<file path="config.mk">
export PLATFORM = sky130hd
export DESIGN_NAME = lock_config_sequencer
export DESIGN_NICKNAME = d
export VERILOG_FILES = /design/src/rtl/lock_cfg_pkg.sv /design/src/rtl/lock_config_sequencer.sv
export SDC_FILE = /design/constraint.sdc
export NUM_CORES = 1
export LEC_CHECK = 0
export ABC_CLOCK_PERIOD_IN_PS = 3800
export BUFFER_PORTS_ARGS = -buffer_cell sky130_fd_sc_hd__buf_2
export CORE_MARGIN = 2
export CORE_UTILIZATION = 35
export DETAILED_ROUTE_END_ITERATION = 8
export SYNTH_ARGS = -nofsm -noshare
export SYNTH_HDL_FRONTEND = slang
export SYNTH_SLANG_ARGS = --single-unit
export TNS_END_PERCENT = 30
</file>
<file path="constraint.sdc">
create_clock -name Clk -period 3.8 [get_ports Clk]
set_clock_uncertainty 0.2 [all_clocks]
set_input_delay 0.19 -clock Clk [delete_from_list [all_inputs] [get_ports Clk]]
set_output_delay 0.19 -clock Clk [all_outputs]
set_load 0.05 [all_outputs]
</file>
<file path="src/rtl/lock_cfg_pkg.sv">
// Shared types and constants for the lockable-register configuration sequencer
// and its register bank.
package lock_cfg_pkg;

  typedef enum logic [2:0] {
    IDLE,
    WRITE,
    VERIFY,
    LOCK,
    PROBE,
    CHECK,
    DONE,
    ERROR
  } lock_seq_state_t;

  localparam int DATA_W_DEF = 16;

  localparam logic ERR_VERIFY = 1'b0;
  localparam logic ERR_PROBE  = 1'b1;

endpackage

</file>
<file path="src/rtl/lock_config_sequencer.sv">
// Programs and verifies a bank of lockable registers, locks it, then proves the
// lock holds by attempting an inverted write to register 0.
module lock_config_sequencer
  import lock_cfg_pkg::*;
#(
  parameter int DATA_W    = DATA_W_DEF,
  parameter int NUM_REGS  = 4,
  parameter int MAX_RETRY = 2,
  parameter int SEL_W     = (NUM_REGS > 1) ? $clog2(NUM_REGS) : 1
) (
  input  logic                       Clk,
  input  logic                       resetn,
  input  logic                       start,
  input  logic [NUM_REGS*DATA_W-1:0] cfg_data,
  output logic [SEL_W-1:0]           reg_sel,
  output logic [DATA_W-1:0]          wr_data,
  output logic                       write,
  output logic                       Lock,
  input  logic [DATA_W-1:0]          rd_data,
  output logic                       busy,
  output logic                       done,
  output logic                       error,
  output logic [SEL_W-1:0]           err_idx,
  output logic                       err_probe
);

  localparam int RETRY_W = (MAX_RETRY > 0) ? $clog2(MAX_RETRY + 1) : 1;
  localparam logic [RETRY_W-1:0] RETRY_LAST = RETRY_W'(MAX_RETRY);
  localparam logic [SEL_W-1:0]   IDX_LAST   = SEL_W'(NUM_REGS - 1);

  lock_seq_state_t state_reg, state_next;
  logic [SEL_W-1:0]   idx_reg, idx_next;
  logic [RETRY_W-1:0] retry_reg, retry_next;
  logic [SEL_W-1:0]   err_idx_reg, err_idx_next;
  logic               err_probe_reg, err_probe_next;
  logic               start_accept;

  logic [DATA_W-1:0] words_reg  [NUM_REGS];
  logic [DATA_W-1:0] words_next [NUM_REGS];

  logic [SEL_W-1:0]  reg_sel_reg, reg_sel_next;
  logic [DATA_W-1:0] wr_data_reg, wr_data_next;
  logic              write_reg, write_next;
  logic              lock_reg, lock_next;
  logic              busy_reg, busy_next;
  logic              done_reg, done_next;
  logic              error_reg, error_next;

  // The first WRITE must drive the freshly sampled word, so the data path
  // looks at the next-cycle copy of the configuration.
  genvar gi;
  generate
    for (gi = 0; gi < NUM_REGS; gi++) begin : g_word
      assign words_next[gi] = start_accept ? cfg_data[gi*DATA_W +: DATA_W] : words_reg[gi];

      always_ff @(posedge Clk or negedge resetn) begin
        if (!resetn) begin
          words_reg[gi] <= '0;
        end else begin
          words_reg[gi] <= words_next[gi];
        end
      end
    end
  endgenerate

  always_comb begin
    state_next     = state_reg;
    idx_next       = idx_reg;
    retry_next     = retry_reg;
    err_idx_next   = err_idx_reg;
    err_probe_next = err_probe_reg;
    start_accept   = 1'b0;

    case (state_reg)
      IDLE, DONE, ERROR: begin
        if (start) begin
          start_accept   = 1'b1;
          idx_next       = '0;
          retry_next     = '0;
          err_idx_next   = '0;
          err_probe_next = 1'b0;
          state_next     = WRITE;
        end
      end
      WRITE: state_next = VERIFY;
      VERIFY: begin
        if (rd_data == words_reg[idx_reg]) begin
          if (idx_reg == IDX_LAST) begin
            state_next = LOCK;
          end else begin
            idx_next   = idx_reg + SEL_W'(1);
            retry_next = '0;
            state_next = WRITE;
          end
        end else if (retry_reg != RETRY_LAST) begin
          retry_next = retry_reg + RETRY_W'(1);
          state_next = WRITE;
        end else begin
          err_idx_next   = idx_reg;
          err_probe_next = ERR_VERIFY;
          state_next     = ERROR;
        end
      end
      LOCK:  state_next = PROBE;
      PROBE: state_next = CHECK;
      CHECK: begin
        if (rd_data == words_reg[0]) begin
          state_next = DONE;
        end else begin
          err_idx_next   = '0;
          err_probe_next = ERR_PROBE;
          state_next     = ERROR;
        end
      end
      default: state_next = IDLE;
    endcase
  end

  // Outputs are registered decodes of the next state so the bank sees clean strobes.
  always_comb begin
    write_next   = (state_next == WRITE) || (state_next == PROBE);
    lock_next    = (state_next == LOCK);
    busy_next    = (state_next == WRITE) || (state_next == VERIFY) || (state_next == LOCK)
                || (state_next == PROBE) || (state_next == CHECK);
    done_next    = (state_next == DONE);
    error_next   = (state_next == ERROR);
    reg_sel_next = '0;
    wr_data_next = '0;
    if ((state_next == WRITE) || (state_next == VERIFY)) reg_sel_next = idx_next;
    if (state_next == WRITE) wr_data_next = words_next[idx_next];
    if (state_next == PROBE) wr_data_next = ~words_next[0];
  end

  always_ff @(posedge Clk or negedge resetn) begin
    if (!resetn) begin
      state_reg     <= IDLE;
      idx_reg       <= '0;
      retry_reg     <= '0;
      err_idx_reg   <= '0;
      err_probe_reg <= 1'b0;
      reg_sel_reg   <= '0;
      wr_data_reg   <= '0;
      write_reg     <= 1'b0;
      lock_reg      <= 1'b0;
      busy_reg      <= 1'b0;
      done_reg      <= 1'b0;
      error_reg     <= 1'b0;
    end else begin
      state_reg     <= state_next;
      idx_reg       <= idx_next;
      retry_reg     <= retry_next;
      err_idx_reg   <= err_idx_next;
      err_probe_reg <= err_probe_next;
      reg_sel_reg   <= reg_sel_next;
      wr_data_reg   <= wr_data_next;
      write_reg     <= write_next;
      lock_reg      <= lock_next;
      busy_reg      <= busy_next;
      done_reg      <= done_next;
      error_reg     <= error_next;
    end
  end

  assign reg_sel   = reg_sel_reg;
  assign wr_data   = wr_data_reg;
  assign write     = write_reg;
  assign Lock      = lock_reg;
  assign busy      = busy_reg;
  assign done      = done_reg;
  assign error     = error_reg;
  assign err_idx   = err_idx_reg;
  assign err_probe = err_probe_reg;

endmodule

</file>
# Word-level counts from Yosys, hierarchy flattened
# Cells that the tools add are included.
totals:
  output_inout_bits: 26
  input_bits: 83
  reg_bits: 97
  wordCells: 97
op_classes:
  n_reduce_logical: 11
  muxes: 39
  n_eq_ne: 24
  order_cmp: 2
  n_bitwise: 3
  n_addsub: 2
ops:
  columns: ["cell", "n"]
  rows:
  - ["$mux W16", 10]
  - ["$bmux W16 S2", 2]
  - ["$eq A16 B16 Y1", 2]
  - ["$eq A3 B3 Y1 const B", 8]
  - ["$mux W2", 12]
  - ["$pmux W3 S6", 1]
  - ["$not A16 Y16", 1]
  - ["$eq A3 B2 Y1 const B", 4]
  - ["$ne A2 B2 Y1 const B", 5]
  - ["$mux W3", 3]
  - ["$pmux W2 S2", 2]
  - ["$mux W1", 7]
  - ["$eq A3 B1 Y1 const B", 2]
  - ["$ge A3 B3 Y1 const B", 2]
  - ["$ne A3 B3 Y1 const B", 2]
  - ["$not A2 Y3", 2]
  - ["$pmux W2 S3", 1]
  - ["$logic_or A1 B1 Y1", 5]
  - ["$reduce_and A5 Y1", 1]
  - ["$add A2 B1 Y2 const B", 2]
  - ["$reduce_and A4 Y1", 1]
  - ["$logic_not A3 Y1", 1]
  - ["$pmux W1 S3", 1]
  - ["$reduce_bool A3 Y1", 1]
  - ["other kinds (3)", 3]

# Longest topological paths before layout
depth:
  depth_word: 13
  ltp_mapped: 13

# Least setup slack after synthesis
# No wires, ideal clock.
synth_timing:
  path_type: "register to register"
  from: "register idx_reg[0]"
  to: "register wr_data_reg[10], in the netlist wr_data[10]"
  synth_period_minus_slack_ps: 3279
  stages_incl_launch_ff: 13
  setup_slack_ps: 521
  path_buffers: 3
  arrival_time_ps: 2952
  setup_time_ps: 127
  path_cell_list: "dfrtp_1 buf_6 mux4_1 xor2_1 nor4_1 nand4_2 or3_1 a32o_2 inv_4 or3_1 buf_6 buf_12 o22ai_1"
synth_lines:
  columns: ["item", "line_no", "text"]
  rows:
  - ["start, declared", "lock_config_sequencer.sv:32", "logic [SEL_W-1:0] idx_reg, idx_next;"]
  - ["start signal, assigned", "lock_config_sequencer.sv:150", "idx_reg <= idx_next;"]
  - ["$not A2 Y3 (not written as such)", "lock_config_sequencer.sv:87", "if (rd_data == words_reg[idx_reg]) begin"]
  - ["$bmux W16 S2", "lock_config_sequencer.sv:87", null]
  - ["$mux W16 (not written as such) (2 in series)", "lock_config_sequencer.sv:87", null]
  - ["$eq A16 B16 Y1", "lock_config_sequencer.sv:87", null]
  - ["$mux W3 *", "lock_config_sequencer.sv:87", null]
  - ["$pmux W3 S6 *", "lock_config_sequencer.sv:74", "case (state_reg)"]
  - ["via state_next[1]", "lock_config_sequencer.sv:31", "lock_seq_state_t state_reg, state_next;"]
  - ["$eq A3 B1 Y1", "lock_config_sequencer.sv:130", "if (state_next == WRITE) wr_data_next = words_next[idx_next];"]
  - ["$mux W16", "lock_config_sequencer.sv:130", null]
  - ["$mux W16 *", "lock_config_sequencer.sv:131", "if (state_next == PROBE) wr_data_next = ~words_next[0];"]
  - ["via wr_data_next[10]", "lock_config_sequencer.sv:42", "logic [DATA_W-1:0] wr_data_reg, wr_data_next;"]
  - ["end signal, assigned", "lock_config_sequencer.sv:155", "wr_data_reg <= wr_data_next;"]
  - ["end, declared", "lock_config_sequencer.sv:42", null]
# Mark *: on every way through the listed nets, which the timed path passes. The rest lies on a longest branch. The select of a mux whose other input is x is not followed.
# A chain may end at the register's enable or synchronous reset.

# Worst setup path in the final report
layout_timing:
  from: "register idx_reg[0]"
  to: "register wr_data_reg[7], in the netlist wr_data[7]"
# The elaborated chain is that of the path after synthesis.

==> results.md <==
* Endpoint class of the critical path: flip-flop
* Mapped Cells at 513
* Num CTS Buffers at 9
* Vias in the first global route at 4493
* Post-Syn Nets at 598
* Initial antenna violation count at 0
* Critical path class: reg2reg
* Critical Path RT at 3.83 ns
* Final antenna-violating net count at 0
* CTS tree: done
* Startpoint types: flip-flop
* Ys flop type: dfrtp_1
* Pwr per Cell Area at 714 mW/mm2
* Final worst path period share at 0.948
* Arr. time, crit path at 3.63 ns
* Placed cells at 792
* Final GP Congestion at 0.854
* Min-delay worst type: in2reg
* Post-synth top cells: 197 x nand2_1, 97 x dfrtp_1, 34 x mux2i_1, 18 x mux2_2
* GRT met3 Usage at 0.0381
* IO Count at 109
* # clock sinks at 97
* GR Overflow Total at 0
* Maximum root-to-sink buffer count at 2
* Top cells by area, synth: dfrtp_1 47%, nand2_1 14%, mux2i_1 6.6%, mux4_1 4.6%, mux2_2 4.0%
* Final Max Tran Viols at 0
* Post-synth cell types at 42
* Syn avg cell area at 9.99 um2
* Total GRT Usage at 0.189
* Unrepaired setup endpoints after global routing: no
* Clk pin slew, worst setup/hold paths at 0.07 ns
* Period minus WS final at 3.60 ns
* Final cell count without fillers at 875
* Core box area at 0.0144 mm2
* GR Layer Usage met2 at 0.307
* Achievable frequency at 278 MHz
* Worst-Skew Late Latency at 0.35 ns
* Cell with the most instances after synthesis: nand2_1
* Number of H-tree levels at 3
* Port-buffer cells at 108
* Row count at 44
* Root Buffer: clkbuf_16
* Iter 0 DRT Violations at 318
* Layout area overhead at 34.3%
* Post-synth top area cell: dfrtp_1
* FF+latch count, synth at 97
* Post-synth top area share at 0.474
* Status: completed
* Yosys warnings at 0
* Slew headroom at 0.236
* Diode count at 0
* EDFF count, synth at 0
* GR peak layer: met2
* Seq/Total Area, Yosys at 0.474
* Slew @ Worst Pin at 1.14 ns
* Final setup violation count at 0
* WL final at 14.6 mm
* Drt pass-1 iters at 4
* Initial Util at 0.355
* Die width at 125 um
* Peak supply drop at 322 uV
* DRC at 0
* Number of vias per cell at 5.01
* Final Hold Vio Count at 0
* TNS Setup at 0 ns
* Vert. Die Dim at 125 um
* Fraction of layout cells with a size suffix above 1 at 0.260
* Grt met1 use at 0.256
* Leak Pwr at 3.60 nW
* DR WL/cell at 16.7 um
* Worst Path Max Fanout at 13
* Max_cap viols at 0
* First-pass GRT wire length at 23.4 mm
* DP Wirelength at 10.2 mm
* Nets at 772
* Post-synthesis cell area at 0.00513 mm2
* Synth async-reset ratio at 1.00
* Die Area at 0.0156 mm2
* Pin count of the biggest net entering global routing at 76
* Largest register FFs at 64
* Via Count at 4381
per-layer routing:
layer / part of all wire / wire (um)
met1: 0.45 / 6640
met2: 0.48 / 6980
met3: 0.050 / 738
met4: 0.019 / 274
met5: 0 / 0
stage by stage:
step	power (mW)	area, um2	util	hold WS, ns	setup WS [ns]
after global routing	5.27	6880	0.477	0.169	0.0394
final	4.92	6880	0.477	0.139	0.198
after global placement	3.95	5920	0.410	0.202	0.133
after CTS	4.94	6840	0.474	0.120	0.0796
after floorplan	3.34	5130	-	-0.306	0.521
after detailed placement	4.01	5920	0.410	0.208	0.104
placed cells by master, fill, tap and decap left out, types with 4 or more instances in the layout:
cell and count:
mux2_2 18, nand4_1 4, dfrtp_1 97, inv_1 10
mux2i_1 34, nor4_2 4, mux4_1 9, buf_2 107
xnor2_1 17, a21oi_1 6, mux4_2 7, nor2_1 10
nor3_1 6, xor2_1 17, nand2_1 197, o22ai_1 15
buf_4 16, clkbuf_16 9, dlygate4sd3_1 65
where the power goes:
group	internal, mW	leakage, nW	switching [mW]
logic	0.929	2.22	1.40
registers	1.45	1.24	0.288
clock network	0.462	0.129	0.392
kinds of logic (layout without fill, tap and decap cells):
kind of cell             Yosys count  in the layout  share of synthesized area
multiplexers                      68             68                      0.183
AND/OR/NAND/NOR                  238            238                      0.193
flip-flops                        97             97                      0.474
adder cells (fa/ha/maj)            2              2                    0.00488
buffers and inverters             40            217                     0.0408
XOR/XNOR                          34             34                     0.0581
AO/OA/AOI/OAI                     34             35                     0.0474
worst paths after layout:
path	startpoint	end	slack (ns)	depth (start not counted)
setup / recovery	idx_reg[0]	wr_data[7]	0.20	12
hold / removal	start	state_reg[0]	0.14	3
setup reg to reg	idx_reg[0]	wr_data[7]	0.20	12
hold reg to reg	words_reg[37]	words_reg[37]	0.30	2
max in group asynchronous	resetn	words_reg[1]	2.28	3
min in group asynchronous	resetn	err_probe	0.35	2
area by class of cell:
cell class	instances	area [um2]
multi-input cells	377	2540
flip-flops and latches	97	2430
repair buffers	191	1370
fillers	1375	7540
inverters	11	43.8
clock buffers	12	246
well taps	184	230
clock inverters	3	25.0
worst max-delay path, cell delays in order, from the launching register on:
cell,delay (ns)
dfrtp_1,0.40
buf_12,0.18
mux4_1,0.57
xor2_1,0.18
nor4_2,0.31
nand4_2,0.20
buf_4,0.22
or3_1,0.34
a32o_2,0.31
inv_4,0.08
or3_1,0.12
buf_4,0.23
o22ai_2,0.12
timing repair:
action,4_1_cts,5_1_grt
endpoints found under the setup margin,0,13
hold endpoints to repair,153,0
setup buffers,0,2
hold buffers,65,0
resized for setup,0,2
(Power assumes the default switching activity.)
